File: src/rtl/gmii_tx_framer.sv
// rtl/gmii_tx_framer.sv - GMII transmit framer: preamble/SFD, payload, zero pad, CRC32 FCS, inter-frame gap
module gmii_tx_framer #(
  parameter int MIN_FRAME = 60,
  parameter int IFG_BYTES = 12
) (
  input  logic       tx_clk,
  input  logic       rstn,
  input  logic [7:0] s_data,
  input  logic       s_valid,
  input  logic       s_last,
  input  logic       s_err,
  output logic       s_ready,
  output logic [7:0] txd,
  output logic       tx_en,
  output logic       tx_er,
  output logic       busy,
  output logic       frame_done,
  output logic       underrun
);

  typedef enum logic [2:0] {IDLE, PRE, DATA, PAD, FCS, IFG} state_t;

  localparam logic [11:0] MIN_LEN  = 12'(MIN_FRAME);
  localparam logic [15:0] IFG_LAST = 16'(IFG_BYTES - 1);
  localparam logic [31:0] CRC_POLY = 32'hEDB88320;
  localparam logic [31:0] CRC_INIT = 32'hFFFF_FFFF;

  state_t      state, state_nx;
  logic [2:0]  pre_cnt, pre_cnt_nx;
  logic [10:0] byte_cnt, byte_cnt_nx;
  logic [1:0]  fcs_cnt, fcs_cnt_nx;
  logic [15:0] ifg_cnt, ifg_cnt_nx;
  logic [31:0] crc, crc_nx;
  logic [7:0]  txd_nx;
  logic        tx_en_nx, tx_er_nx, frame_done_nx, underrun_nx;

  logic [10:0] byte_cnt_inc;
  logic [11:0] cnt_plus1;
  logic        need_pad;
  logic [31:0] fcs_word;
  logic [7:0]  fcs_byte;

  // Reflected CRC32, one byte per call, LSB first.
  function automatic logic [31:0] crc_byte(input logic [31:0] c, input logic [7:0] d);
    logic [31:0] r;
    r = c ^ {24'd0, d};
    for (int i = 0; i < 8; i++) begin
      r = r[0] ? ((r >> 1) ^ CRC_POLY) : (r >> 1);
    end
    return r;
  endfunction

  assign byte_cnt_inc = (byte_cnt == 11'd2047) ? byte_cnt : byte_cnt + 11'd1;
  assign cnt_plus1    = {1'b0, byte_cnt} + 12'd1;
  assign need_pad     = cnt_plus1 < MIN_LEN;
  assign fcs_word     = ~crc;
  assign fcs_byte     = 8'(fcs_word >> {fcs_cnt, 3'b000});
  assign busy         = (state != IDLE);

  always_ff @(posedge tx_clk or negedge rstn) begin
    if (!rstn) begin
      state      <= IDLE;
      pre_cnt    <= 3'd0;
      byte_cnt   <= 11'd0;
      fcs_cnt    <= 2'd0;
      ifg_cnt    <= 16'd0;
      crc        <= CRC_INIT;
      txd        <= 8'h00;
      tx_en      <= 1'b0;
      tx_er      <= 1'b0;
      frame_done <= 1'b0;
      underrun   <= 1'b0;
    end else begin
      state      <= state_nx;
      pre_cnt    <= pre_cnt_nx;
      byte_cnt   <= byte_cnt_nx;
      fcs_cnt    <= fcs_cnt_nx;
      ifg_cnt    <= ifg_cnt_nx;
      crc        <= crc_nx;
      txd        <= txd_nx;
      tx_en      <= tx_en_nx;
      tx_er      <= tx_er_nx;
      frame_done <= frame_done_nx;
      underrun   <= underrun_nx;
    end
  end

  always_comb begin
    state_nx      = state;
    pre_cnt_nx    = pre_cnt;
    byte_cnt_nx   = byte_cnt;
    fcs_cnt_nx    = fcs_cnt;
    ifg_cnt_nx    = ifg_cnt;
    crc_nx        = crc;
    txd_nx        = 8'h00;
    tx_en_nx      = 1'b0;
    tx_er_nx      = 1'b0;
    frame_done_nx = 1'b0;
    underrun_nx   = 1'b0;
    s_ready       = 1'b0;

    case (state)
      IDLE: begin
        if (s_valid) begin
          txd_nx      = 8'h55;
          tx_en_nx    = 1'b1;
          pre_cnt_nx  = 3'd1;
          byte_cnt_nx = 11'd0;
          fcs_cnt_nx  = 2'd0;
          ifg_cnt_nx  = 16'd0;
          state_nx    = PRE;
        end
      end
      PRE: begin
        tx_en_nx = 1'b1;
        if (pre_cnt == 3'd7) begin
          txd_nx   = 8'hD5;
          crc_nx   = CRC_INIT;
          state_nx = DATA;
        end else begin
          txd_nx     = 8'h55;
          pre_cnt_nx = pre_cnt + 3'd1;
        end
      end
      DATA: begin
        s_ready  = 1'b1;
        tx_en_nx = 1'b1;
        if (s_valid) begin
          txd_nx      = s_data;
          tx_er_nx    = s_err;
          crc_nx      = crc_byte(crc, s_data);
          byte_cnt_nx = byte_cnt_inc;
          if (s_last) begin
            state_nx = need_pad ? PAD : FCS;
          end
        end else begin
          // Source starved mid-frame: poison the frame and skip the FCS.
          tx_er_nx    = 1'b1;
          underrun_nx = 1'b1;
          ifg_cnt_nx  = 16'd0;
          state_nx    = IFG;
        end
      end
      PAD: begin
        tx_en_nx    = 1'b1;
        crc_nx      = crc_byte(crc, 8'h00);
        byte_cnt_nx = byte_cnt_inc;
        if (!need_pad) begin
          state_nx = FCS;
        end
      end
      FCS: begin
        txd_nx     = fcs_byte;
        tx_en_nx   = 1'b1;
        fcs_cnt_nx = fcs_cnt + 2'd1;
        if (fcs_cnt == 2'd3) begin
          frame_done_nx = 1'b1;
          ifg_cnt_nx    = 16'd0;
          state_nx      = IFG;
        end
      end
      IFG: begin
        if (ifg_cnt == IFG_LAST) begin
          ifg_cnt_nx = 16'd0;
          state_nx   = IDLE;
        end else begin
          ifg_cnt_nx = ifg_cnt + 16'd1;
        end
      end
      default: state_nx = IDLE;
    endcase
  end

endmodule

File: config.mk
export PLATFORM = sky130hd
export DESIGN_NAME = gmii_tx_framer
export DESIGN_NICKNAME = d
export VERILOG_FILES = /design/src/rtl/gmii_tx_framer.sv
export SDC_FILE = /design/constraint.sdc
export NUM_CORES = 1
export LEC_CHECK = 0
export BUFFER_PORTS_ARGS = -buffer_cell sky130_fd_sc_hd__buf_2
export CAP_MARGIN = 0
export CORE_MARGIN = 2
export CORE_UTILIZATION = 50
export DETAILED_ROUTE_END_ITERATION = 10
export GPL_TIMING_DRIVEN = 0
export PLACE_DENSITY = 0.66
export SLEW_MARGIN = 20
export SYNTH_ARGS = -nofsm -noshare
export SYNTH_HDL_FRONTEND = slang
export SYNTH_SLANG_ARGS = --single-unit
File: constraint.sdc
create_clock -name tx_clk -period 2.85 [get_ports tx_clk]
set_input_delay 0.4275 -clock tx_clk [delete_from_list [all_inputs] [get_ports tx_clk]]
set_output_delay 0.4275 -clock tx_clk [all_outputs]
set_load 0.02 [all_outputs]
# Yosys cells after proc, flatten, opt, wreduce, memory -nomap -nowiden
# Index checks and enable logic that the tools add are counted.
# op_classes
n_addsub	5
magnitude_cmp	1
n_eq_ne	18
n_shift	1
muxes	54
n_bitwise	18
reduce_logical	14
# op_table
operator	count
$mux W32	18
$not A13 Y14	16
$pmux W32 S3	1
$mux W16	4
$pmux W16 S4	1
$mux W11	3
$pmux W11 S3	1
$not A32 Y32	1
$pmux W8 S4	1
$shr A32 B5 Y8	1
$xor A32 B8 Y32	1
$mux W3	9
$pmux W3 S6	1
$add A16 B1 Y16 const B	1
$eq A16 B4 Y1 const B	1
$mux W8	2
$ne A2 B2 Y1 const B	8
$add A11 B1 Y12 const B	1
$lt A12 B6 Y1 const B	1
$add A11 B1 Y11 const B	1
$eq A11 B11 Y1 const B	1
$eq A3 B3 Y1 const B	3
$reduce_and A3 Y1	3
$reduce_bool A3 Y1	3
19 further kinds	28
# word_totals
reg_bits	79
input_bits	13

# Longest topological paths before layout
# Gate-level depths: netlist of run 1.
# logic_depth
ltp_word	19
ltp_mapped	9

# Worst setup path before layout of run 1
# Ideal clock, no wire load.
# synth_path
path_kind	register to register
start	reg pre_cnt[0]
end	reg crc[11]
setup_time_ns	0.096
arrival_ns	1.977
required_time_ns	2.754
path_slack_ns	0.776
path_stages_with_launch	9
cell_sequence	dfrtp_1 -> ha_1 -> ha_1 -> clkbuf_1 -> nand2_1 -> a21oi_1 -> clkbuf_1 -> buf_1 -> a31oi_1
# synth_via
elab_chain_len	3
# synth_lines
element	line	rtl
from (decl)	29	logic [2:0] pre_cnt, pre_cnt_nx;
from (signal assigned)	75	pre_cnt <= pre_cnt_nx;
$eq A3 B3 Y1	116	if (pre_cnt == 3'd7) begin
$ne A2 B2 Y1 (no line)	n/a	
$reduce_and A3 Y1 (no line)	n/a	
to (signal assigned)	79	crc <= crc_nx;
to (decl)	33	logic [31:0] crc, crc_nx;
# No other way between the ends.
# A chain may end at the register's enable or synchronous reset.

# Final worst setup path of run 1
# layout_path
start	reg pre_cnt[0]
end	reg crc[6]
# Same word-level chain as after synthesis.

==> summary.md, run 1 <==
| Metric | Value |
|---|---|
| Max Slew Vio Count | `0` |
| Largest net degree at the start of global routing | `51` |
| Power per cell area | `708 mW/mm²` |
| Mapped Area | `0.00554 mm²` |
| Critical Path Start Type | `flop` |
| Vias in the first global route | `about 4,300` |
| Post-Syn Instances | `583` |
| Die Wd | `109 µm` |
| Non-Filler Instances | `764` |
| Via Count | `approximately 4,500` |
| Num rows | `38` |
| Worst R2R Path Depth | `8` |
| Hpwl dp | `10,300 µm` |
| Setup TNS Final | `0 ps` |
| # nets final | `637` |
| Layout cells sized above 1 | `16.3%` |
| Post-synthesis cell type count | `53` |
| Synthesized Nets | `roughly 600` |
| Register area share after synthesis | `a little over a third` |
| Max Fclk | `0.371 GHz` |
| Core area | `0.0108 mm²` |
| Total CTS buffers | `9` |
| CP Depth | `8` |
| Relative slew margins | `41.6%` |
| Post-synth EDFFs | `0` |
| Final Hold Viols | `0` |
| CTS max path bufs | `2` |
| Most common flop cell mapped by yosys | `dfrtp_1` |
| Port Buffer Count | `23` |
| Commonest cells in the netlist | `92 x xnor2_1, 58 x nor2_1, 47 x dfrtp_1` |
| Residual DRC | `0` |
| Ys async rst share | `100%` |
| Final period util | `a little over nine tenths` |
| Crit-path cells | `ha_1 -> ha_1 -> clkbuf_1 -> nand2_1 -> a21oi_1 -> nand2_1 -> clkbuf_1 -> o22a_1` |
| Cell family with most CP delay | `buffers and inverters` |
| Final setup viols | `0` |
| Synth Warn # | `0` |
| Top cell type's share of synthesized area | `between 20% and 30%` |
| RSZ-0062 raised after global routing | `no` |
| Clock Latency Late Sink | `between 300 and 400 ps` |
| Worst path max stage delay | `between 400 and 500 ps` |
| P&R area growth vs syn | `9.86%` |
| Initial antenna violation count | `0` |
| Skew final | `16.3 ps` |
| Post-synthesis register bit count | `79` |
| GPL Wtd Cong | `approximately 0.96` |
| Critical Path End Type | `flop` |
| Filler cell count | `1,002` |
| Max FO, Critical Path | `10` |
| Syn_area_per_cell | `9.51 µm²` |
| CTS root buffer | `clkbuf_8` |
| Drt first pass iters | `5` |
| TritonCTS clock tree | `yes` |
| Total power | `roughly 4.3 mW` |
| CP max-delay cell | `nand2_1` |
| Die footprint | `approximately 0.012 mm²` |
| Initial DRC count | `~270` |
| Top cells by area, synth | `dfrtp_1 21%, dfstp_2 15%, xnor2_1 15%` |
| Wire per inst | `18.5 µm` |
| Worst EP required | `between 3000 and 4000 ps` |
| Max-cap check violation count | `0` |
| Die H | `109 µm` |
| Placed instance count | `747` |
| Starting Density | `approximately half` |
| Final ANT Viol Nets | `0` |
| GRT Total Usage | `25.7%` |
| H-Tree Depth | `3` |
| Cell with the most instances after synthesis | `xnor2_1` |
| Worst-Margin Slew | `877 ps` |
| Setup CP Type | `flop to flop` |
| Sink Count | `between 70 and 80` |
| Worst IR Drop VDD | `435 µV` |
| Period minus WS final | `2700 ps` |
| Post-Route WL | `14,100 µm` |
| Global-route wire length before repair | `approximately 23,000 µm` |
| Pleak | `2.36 nW` |
| Hold Crit Depth | `3` |
| Top Ports | `27` |
| GRT Residual Overflow | `0` |
| Buf/Inv on CP | `2` |
| Area leader, netlist | `dfrtp_1` |
| Status | `finished clean` |
| Post-DR vias/cell | `between 5 and 6` |
| Clock transition at path regs | `90 ps` |
| Number of diodes | `0` |
| CP arrival | `about 3000 ps` |
| Min-delay worst type | `input pin to flop` |
## power breakdown
part | switching (mW) | leakage [nW] | internal (mW)
Clock | 0.452 | 0.107 | 0.460
Sequential | 0.142 | 0.958 | 1.31
Combinational | 1.24 | 1.30 | 0.699
Total | 1.84 | 2.36 | 2.47
## state kept, by name, summed over array words and instances, names as in the netlist
register / cells
state: 3
byte_cnt: 11
frame_done: 1
tx_er: 1
fcs_cnt: 2
underrun: 1
ifg_cnt: 16
crc: 32
tx_en: 1
pre_cnt: 3
txd: 8
## path summary, 6_finish.rpt
| check | slack, ps | end | start |
|---|---|---|---|
| max in group asynchronous | 1680 | crc[2] | rstn |
| min in group asynchronous | 510 | byte_cnt[7] | rstn |
| setup reg to reg | 150 | crc[6] | pre_cnt[0] |
| setup / recovery | 150 | crc[6] | pre_cnt[0] |
| hold / removal | 270 | tx_er | s_err |
| hold reg to reg | 510 | byte_cnt[5] | byte_cnt[5] |
## per-stage QoR
stage          hold WS (ps)  instance area [µm²]  worst slack [ps]  util (%)
2_1_floorplan           132                 5540               776         -
3_3_place_gp            490                 5830               224      53.8
3_5_place_dp            384                 5860               154      54.1
4_1_cts                 263                 6090               128      56.2
5_1_grt                 298                 6090              18.8      56.2
6_report                272                 6090               154      56.2
## cell families after synthesis
| kind of cell | count (synthesis) | share of synthesized area, % |
|---|---|---|
| AND/OR/NAND/NOR | 167 | 14.1 |
| XOR/XNOR | 140 | 25.0 |
| AO/OA/AOI/OAI | 124 | 14.7 |
| flip-flops | 79 | 36.4 |
| buffers and inverters | 52 | 3.95 |
| multiplexers | 16 | 4.70 |
| adder cells (fa/ha/maj) | 5 | 1.13 |
## cell type report
class                      count  area (µm²)  share of cell area, %
clock inverter                 5        63.8                   1.05
clock buffer                  11         151                   2.49
timing repair buffer          25         155                   2.55
sequential                    79        2020                   33.1
inverter                       7        26.3                  0.431
tap                          140         175                   2.88
buffer                        45         194                   3.18
multi-input combinational    452        3310                   54.3
## tightest hold or removal path, cell delays in order
cell	delay, ps
buf_2	100
inv_1	40
a21oi_1	50
## cell usage in the layout (no fill, tap or decap), types with 8 or more instances in the layout
cell type / n
nand2_1: 43
mux4_2: 8
clkbuf_1: 28
xor2_1: 36
dfrtp_1: 47
clkbuf_8: 11
o21ai_0: 30
o22ai_1: 10
nor2_1: 58
buf_2: 32
a21oi_1: 17
nand3_1: 12
xnor2_1: 92
a31oi_1: 15
nor3_1: 10
dfstp_2: 32
o31ai_1: 10
mux2i_1: 8
o22a_1: 20
## per-layer routing
layer,GRT usage [%],vias up,part of all wire (%)
li1,-,2108,-
met1,35.2,2182,44
met5,0,-,0
met3,5.33,32,7.0
met2,40.5,167,46
met4,9.40,0,2.6
## repair_timing
action / CTS / global route
hold endpoints to repair: 13 / 0
buffers inserted: 0 / 0
hold buffers: 1 / 0
gates resized for setup: 0 / 1
endpoints found under the setup margin: 0 / 10
No activity file was read; power rests on OpenSTA's default activity.
==> run 2: changes to the inputs <==
--- a/config.mk
+++ b/config.mk
@@ -5,6 +5,7 @@
 export SDC_FILE = /design/constraint.sdc
 export NUM_CORES = 1
 export LEC_CHECK = 0
+export ABC_AREA = 1
 export BUFFER_PORTS_ARGS = -buffer_cell sky130_fd_sc_hd__buf_2
 export CAP_MARGIN = 0
 export CORE_MARGIN = 2
==> run 2 against run 1 <==
Against the previous run:
- register-to-register slack better by 540 ps
- non-clock buffer count down 17
- first-iteration DRC count rose to 2.9 times the previous value
- worst hold slack worse by 220 ps
==> summary.md, run 2 <==
| Metric | Value |
|---|---|
| Status | `finished clean` |
| Residual DRC | `0` |
| GRT Residual Overflow | `0` |
| H-Tree Depth | `3` |
| Non-Filler Instances | `between 1,000 and 1,500` |
| Post-DR vias/cell | `5.40` |
| Top Ports | `27` |
| Max Slew Vio Count | `0` |
| Post-synth EDFFs | `0` |
| Pleak | `approximately 3.5 nW` |
| Worst-Margin Slew | `between 600 and 700 ps` |
| Port Buffer Count | `26` |
| Via Count | `6,113` |
| Hold WS | `54.3 ps` |
| Setup CP Type | `flop to primary output` |
| Placed instance count | `1,116` |
| Initial antenna violation count | `0` |
| Final ANT Viol Nets | `0` |
| Critical Path End Type | `primary output` |
| Clock Latency Late Sink | `roughly 350 ps` |
| Ys async rst share | `100%` |
| Layout cells sized above 1 | `16.6%` |
| Relative slew margins | `54.8%` |
| Die footprint | `0.0136 mm²` |
| Mapped Area | `0.00634 mm²` |
| Most frequent cells in the layout | `270 x nand2_1, 104 x inv_1, 75 x nor2_1, 70 x nand3_1, 53 x xor2_1` |
| Most common flop cell mapped by yosys | `dfrtp_1` |
| Most common cell after layout, fill and taps aside | `nand2_1` |
| Post-Route WL | `19,400 µm` |
| Final period util | `86.9%` |
| Starting Density | `50.6%` |
| Hold buffers post-CTS | `0` |
| Commonest cells in the netlist | `270 x nand2_1, 104 x inv_1, 75 x nor2_1` |
| # nets final | `973` |
| Wire per inst | `~17 µm` |
| Register area share after synthesis | `31.8%` |
| Post-synthesis register bit count | `between 70 and 80` |
| GPL Wtd Cong | `0.997` |
| Power per cell area | `about 1300 mW/mm²` |
| Max FO, Critical Path | `10` |
| GRT Total Usage | `29.8%` |
| Max Fclk | `0.404 GHz` |
| P&R area growth vs syn | `11.1%` |
| Vias in the first global route | `5,588` |
| Die Wd | `around 120 µm` |
| Syn_area_per_cell | `approximately 6.9 µm²` |
| Setup TNS Final | `0 ps` |
| Area leader, netlist | `dfrtp_1` |
| Critical Path Start Type | `flop` |
| Largest net degree at the start of global routing | `43` |
| Hpwl dp | `approximately 14,000 µm` |
| Period minus WS final | `2480 ps` |
| CTS root buffer | `clkbuf_16` |
| Top cell type's share of synthesized area | `18.6%` |
| Total CTS buffers | `9` |
| Drt first pass iters | `6` |
| Number of setup buffers added after CTS | `0` |
| CP arrival | `approximately 2000 ps` |
| Post-synthesis cell type count | `49` |
| Clock transition at path regs | `about 60 ps` |
| Worst IR Drop VDD | `748 µV` |
| Die H | `between 100 and 150 µm` |
| Post-CTS resize count | `0` |
| Final Hold Viols | `0` |
| Min-delay worst type | `input pin to asynchronous set/reset pin` |
| Largest Register | `crc` |
| RSZ-0062 raised after global routing | `no` |
| Number of flip-flops in the largest register | `32` |
| Worst EP required | `2420 ps` |
| Post-Syn Instances | `917` |
| Initial DRC count | `771` |
| CTS max path bufs | `2` |
| Final Util | `56.2%` |
| Synthesized Nets | `between 900 and 1,000` |
| Top cells by area, synth | `dfrtp_1 19%, nand2_1 16%, dfstp_2 13%` |
| Max-cap check violation count | `0` |
| Skew final | `10.9 ps` |
| Sink Count | `79` |
| Num rows | `just over 40` |
| Number of diodes | `0` |
| Core area | `~0.013 mm²` |
| TritonCTS clock tree | `yes` |
| Biggest regs | `crc x32, ifg_cnt x16, byte_cnt x11` |
| Final setup viols | `0` |
| Synth Warn # | `0` |
| Global-route wire length before repair | `30,300 µm` |
| Cell with the most instances after synthesis | `nand2_1` |
[run 2: cell count changes after synthesis, moves of 13 or more]
cell and delta:
nand2_1 +227, inv_1 +97, xnor2_1 -73, nand3_1 +58
clkbuf_1 -23, a21oi_1 +21, o22a_1 -20, inv_2 +19
nor2_1 +17, xor2_1 +17, o21ai_0 +14, nand2_2 +13
[run 2: area by class of cell]
cell class / instances / area, µm²
Timing Repair Buffer: 27 / 153
Clock buffer: 12 / 256
Sequential cell: 79 / 2020
Fill cell: 1245 / 5480
Buffer: 26 / 174
Multi-Input combinational cell: 687 / 3670
Clock inverter: 4 / 76.3
Tap cell: 172 / 215
Inverter: 125 / 473
[run 2: kinds of logic (layout without fill, tap and decap cells)]
group / after synthesis / in the layout / share of synthesized area [%]
AND/OR/NAND/NOR: 467 / 467 / 31.8
adder cells (fa/ha/maj): 5 / 5 / 0.987
flip-flops: 79 / 79 / 31.8
XOR/XNOR: 80 / 80 / 12.5
AO/OA/AOI/OAI: 135 / 135 / 12.7
buffers and inverters: 151 / 194 / 10.2
[run 2: path summary, 6_finish.rpt]
path	start	end	slack [ps]	cells past startpoint
min in group tx_clk	s_err	tx_er	310	3
setup / recovery	state[2]	s_ready	370	6
setup reg to reg	crc[0]	crc[23]	690	13
max in group asynchronous	rstn	crc[6]	2120	2
hold reg to reg	pre_cnt[2]	pre_cnt[2]	490	2
hold / removal	rstn	byte_cnt[4]	50	1
[run 2: through the flow]
stage                     total power, mW  instance area, µm²  setup slack (ps)
after floorplan                      6.39                6340              1140
after global placement               7.79                6680               696
after detailed placement             7.85                6700               755
after CTS                            9.21                7040               396
after global routing                 10.1                7040               312
final                                9.33                7040               373
[run 2: routing by layer]
metal / wire length (µm) / GRT usage [%] / vias up / share of wire [%]
met3: 1420 / 5.03 / 52 / 7.3
li1: - / - / 3015 / -
met5: 0 / 0 / - / 0
met2: 8810 / 48.1 / 223 / 45
met1: 8500 / 40.0 / 2823 / 44
met4: 644 / 12.2 / 0 / 3.3
[run 2: critical path, cell delays in order, from the launching register on]
cell and delay (ps):
dfrtp_1 450, inv_2 120, nand2_2 80, nor2_4 150, buf_2 290, buf_2 380, buf_2 230
[run 2: power by group]
| part | internal, mW | switching [mW] |
|---|---|---|
| Combinational | 1.99 | 4.07 |
| Clock | 0.819 | 0.499 |
| Sequential | 1.62 | 0.330 |
==> run 3: changes to the inputs <==
--- a/config.mk
+++ b/config.mk
@@ -12,6 +12,7 @@
 export CORE_UTILIZATION = 50
 export DETAILED_ROUTE_END_ITERATION = 10
 export GPL_TIMING_DRIVEN = 0
+export MAX_ROUTING_LAYER = met4
 export PLACE_DENSITY = 0.66
 export SLEW_MARGIN = 20
 export SYNTH_ARGS = -nofsm -noshare
==> run 3 against run 2 <==
Against the previous run:
- via count increased by 0.95%
- clock skew decreased by 0.71 ps
- largest power group unchanged
- sequential cell count unchanged
- largest cell class unchanged
- critical path type unchanged
- highest routed layer unchanged
- non-clock buffer count unchanged
==> summary.md, run 3 (synthesized netlist as in run 2, its figures left out) <==
| Metric | Value |
|---|---|
| P&R area growth vs syn | `10.6%` |
| Worst-Margin Slew | `692 ps` |
| GRT Total Usage | `30.8%` |
| Critical Path End Type | `primary output` |
| Via Count | `roughly 6,200` |
| Die Wd | `117 µm` |
| Port Buffer Count | `26` |
| H-Tree Depth | `3` |
| Net Switching | `between 4 and 5 mW` |
| Pint | `between 4 and 5 mW` |
| Number of diodes | `0` |
| CTS root buffer | `clkbuf_16` |
| Die H | `117 µm` |
| Clock Latency Late Sink | `360 ps` |
| Critical Path Start Type | `flop` |
| Comb pwr share | `65.7%` |
| Max FO, Critical Path | `10` |
| Final Util | `56.0%` |
| GPL Wtd Cong | `1.00` |
| Worst IR Drop VDD | `721 µV` |
| RSZ-0062 raised after global routing | `no` |
| Initial antenna violation count | `0` |
| Period minus WS final | `2440 ps` |
| Biggest regs | `crc x32, ifg_cnt x16, byte_cnt x11` |
| Cell family with most CP delay | `buffers and inverters` |
| CTS max path bufs | `2` |
| Buf/Inv on CP | `4` |
| R2r setup slk | `680 ps` |
| Post-DR vias/cell | `5.45` |
| Min-delay worst type | `input pin to asynchronous set/reset pin` |
| Worst path most repeated cell | `buf_2` |
| Post-Route WL | `19,000 µm` |
| Worst R2R Path Depth | `13` |
| Max Fclk | `0.410 GHz` |
| Core area | `0.0125 mm²` |
| Residual DRC | `0` |
| Final Cell Area | `0.00701 mm²` |
| Total CTS buffers | `9` |
| Number of flip-flops in the largest register | `32` |
| Setup CP Type | `flop to primary output` |
| Sink Count | `79` |
| Clock transition at path regs | `~60 ps` |
| Power per cell area | `around 1300 mW/mm²` |
| Final period util | `about 86%` |
| Pleak | `about 3.5 nW` |
| Number of setup buffers added after CTS | `0` |
| Final Hold Viols | `0` |
| Post-CTS resize count | `0` |
| Global-route wire length before repair | `30,600 µm` |
| Clock Power Share | `a little over an eighth` |
| Most common cell after layout, fill and taps aside | `nand2_1` |
| RR Endpoint | `crc[23]` |
| Final ANT Viol Nets | `0` |
| Hold WS | `2.31 ps` |
| CP max-delay cell | `dfrtp_1` |
| Hpwl dp | `13,900 µm` |
| Hold buffers post-CTS | `0` |
| CP arrival | `2010 ps` |
| Sw Share | `53.2%` |
| Status | `finished clean` |
| Relative slew margins | `between 50% and 60%` |
| Sequential power share | `21.2%` |
| Area of placed instances | `0.00671 mm²` |
| Largest Register | `crc` |
| Die footprint | `between 0.01 and 0.015 mm²` |
| Worst path max stage delay | `440 ps` |
| Crit-path cells | `inv_2 -> nand2_2 -> nor2_4 -> buf_2 -> buf_2 -> buf_2` |
| Most frequent cells in the layout | `270 x nand2_1, 104 x inv_1, 75 x nor2_1, 70 x nand3_1, 53 x xor2_1` |
| Skew final | `10.2 ps` |
| # nets final | `973` |
| Worst EP required | `2420 ps` |
| Final setup viols | `0` |
| Initial DRC count | `~730` |
| Top Ports | `27` |
| Starting Density | `50.6%` |
| Vias in the first global route | `5,639` |
| Wire per inst | `16.8 µm` |
| Max Slew Vio Count | `0` |
| Largest net degree at the start of global routing | `54` |
| Drt first pass iters | `6` |
| Max-cap check violation count | `0` |
| Reg2Reg Launch Point | `crc[0]` |
| TritonCTS clock tree | `yes` |
| Total power | `~9 mW` |
| Layout cells sized above 1 | `roughly 17%` |
| Num rows | `between 40 and 50` |
| Filler cell count | `1,254` |
| GRT Residual Overflow | `0` |
| Setup TNS Final | `0 ps` |
run 3: worst max-delay path by stage:
stage | start | to | cells after the start | slack, ps
final | state[2] | s_ready | 6 | 410
after global routing | state[2] | s_ready | 6 | 280
after detailed placement | crc[2] | crc[19] | 11 | 740
after global placement | rstn | txd[6] | 1 | 690
after floorplan | byte_cnt[0] | state[0] | 11 | 1140
after CTS | state[2] | s_ready | 6 | 410
run 3: routing by layer:
metal	track usage, %	part of all wire (%)
met1	40.3	44
met4	12.5	3.5
met2	47.5	45
met3	5.24	7.7
met5	-	0
run 3: worst reg2reg max path: stages (launching register included):
cell     delay, ps
dfstp_2        530
buf_6          180
inv_2          110
nand2_1         70
nand2_1        200
nand2_1        120
nand2_1        200
nand2_1        120
nand2_1        150
nand2_1        130
nand2_1         60
nand2_1         50
nand3_1         60
a21oi_1        130
run 3: per-stage QoR:
step	cells	setup slack, ps
after CTS	1132	413
after detailed placement	1116	741
final	1132	410
after floorplan	917	1140
after global placement	1115	687
after global routing	1132	285
run 3: final cells by class:
type / count / area, µm² / area share [%]
tap: 172 / 215 / 3.07
clock inverter: 7 / 71.3 / 1.02
inverter: 125 / 473 / 6.75
clock buffer: 9 / 225 / 3.21
buffer: 26 / 174 / 2.48
sequential: 79 / 2020 / 28.8
timing repair buffer: 27 / 160 / 2.29
multi-input combinational: 687 / 3670 / 52.4
run 3: power by group through the flow:
stage	logic [mW]	registers [mW]	clock network (mW)
2_1_floorplan	4.47	1.92	0
3_3_place_gp	5.84	1.95	0
3_5_place_dp	5.89	1.95	0
4_1_cts	5.92	1.93	1.22
5_1_grt	6.74	1.99	1.27
6_report	6.02	1.95	1.20
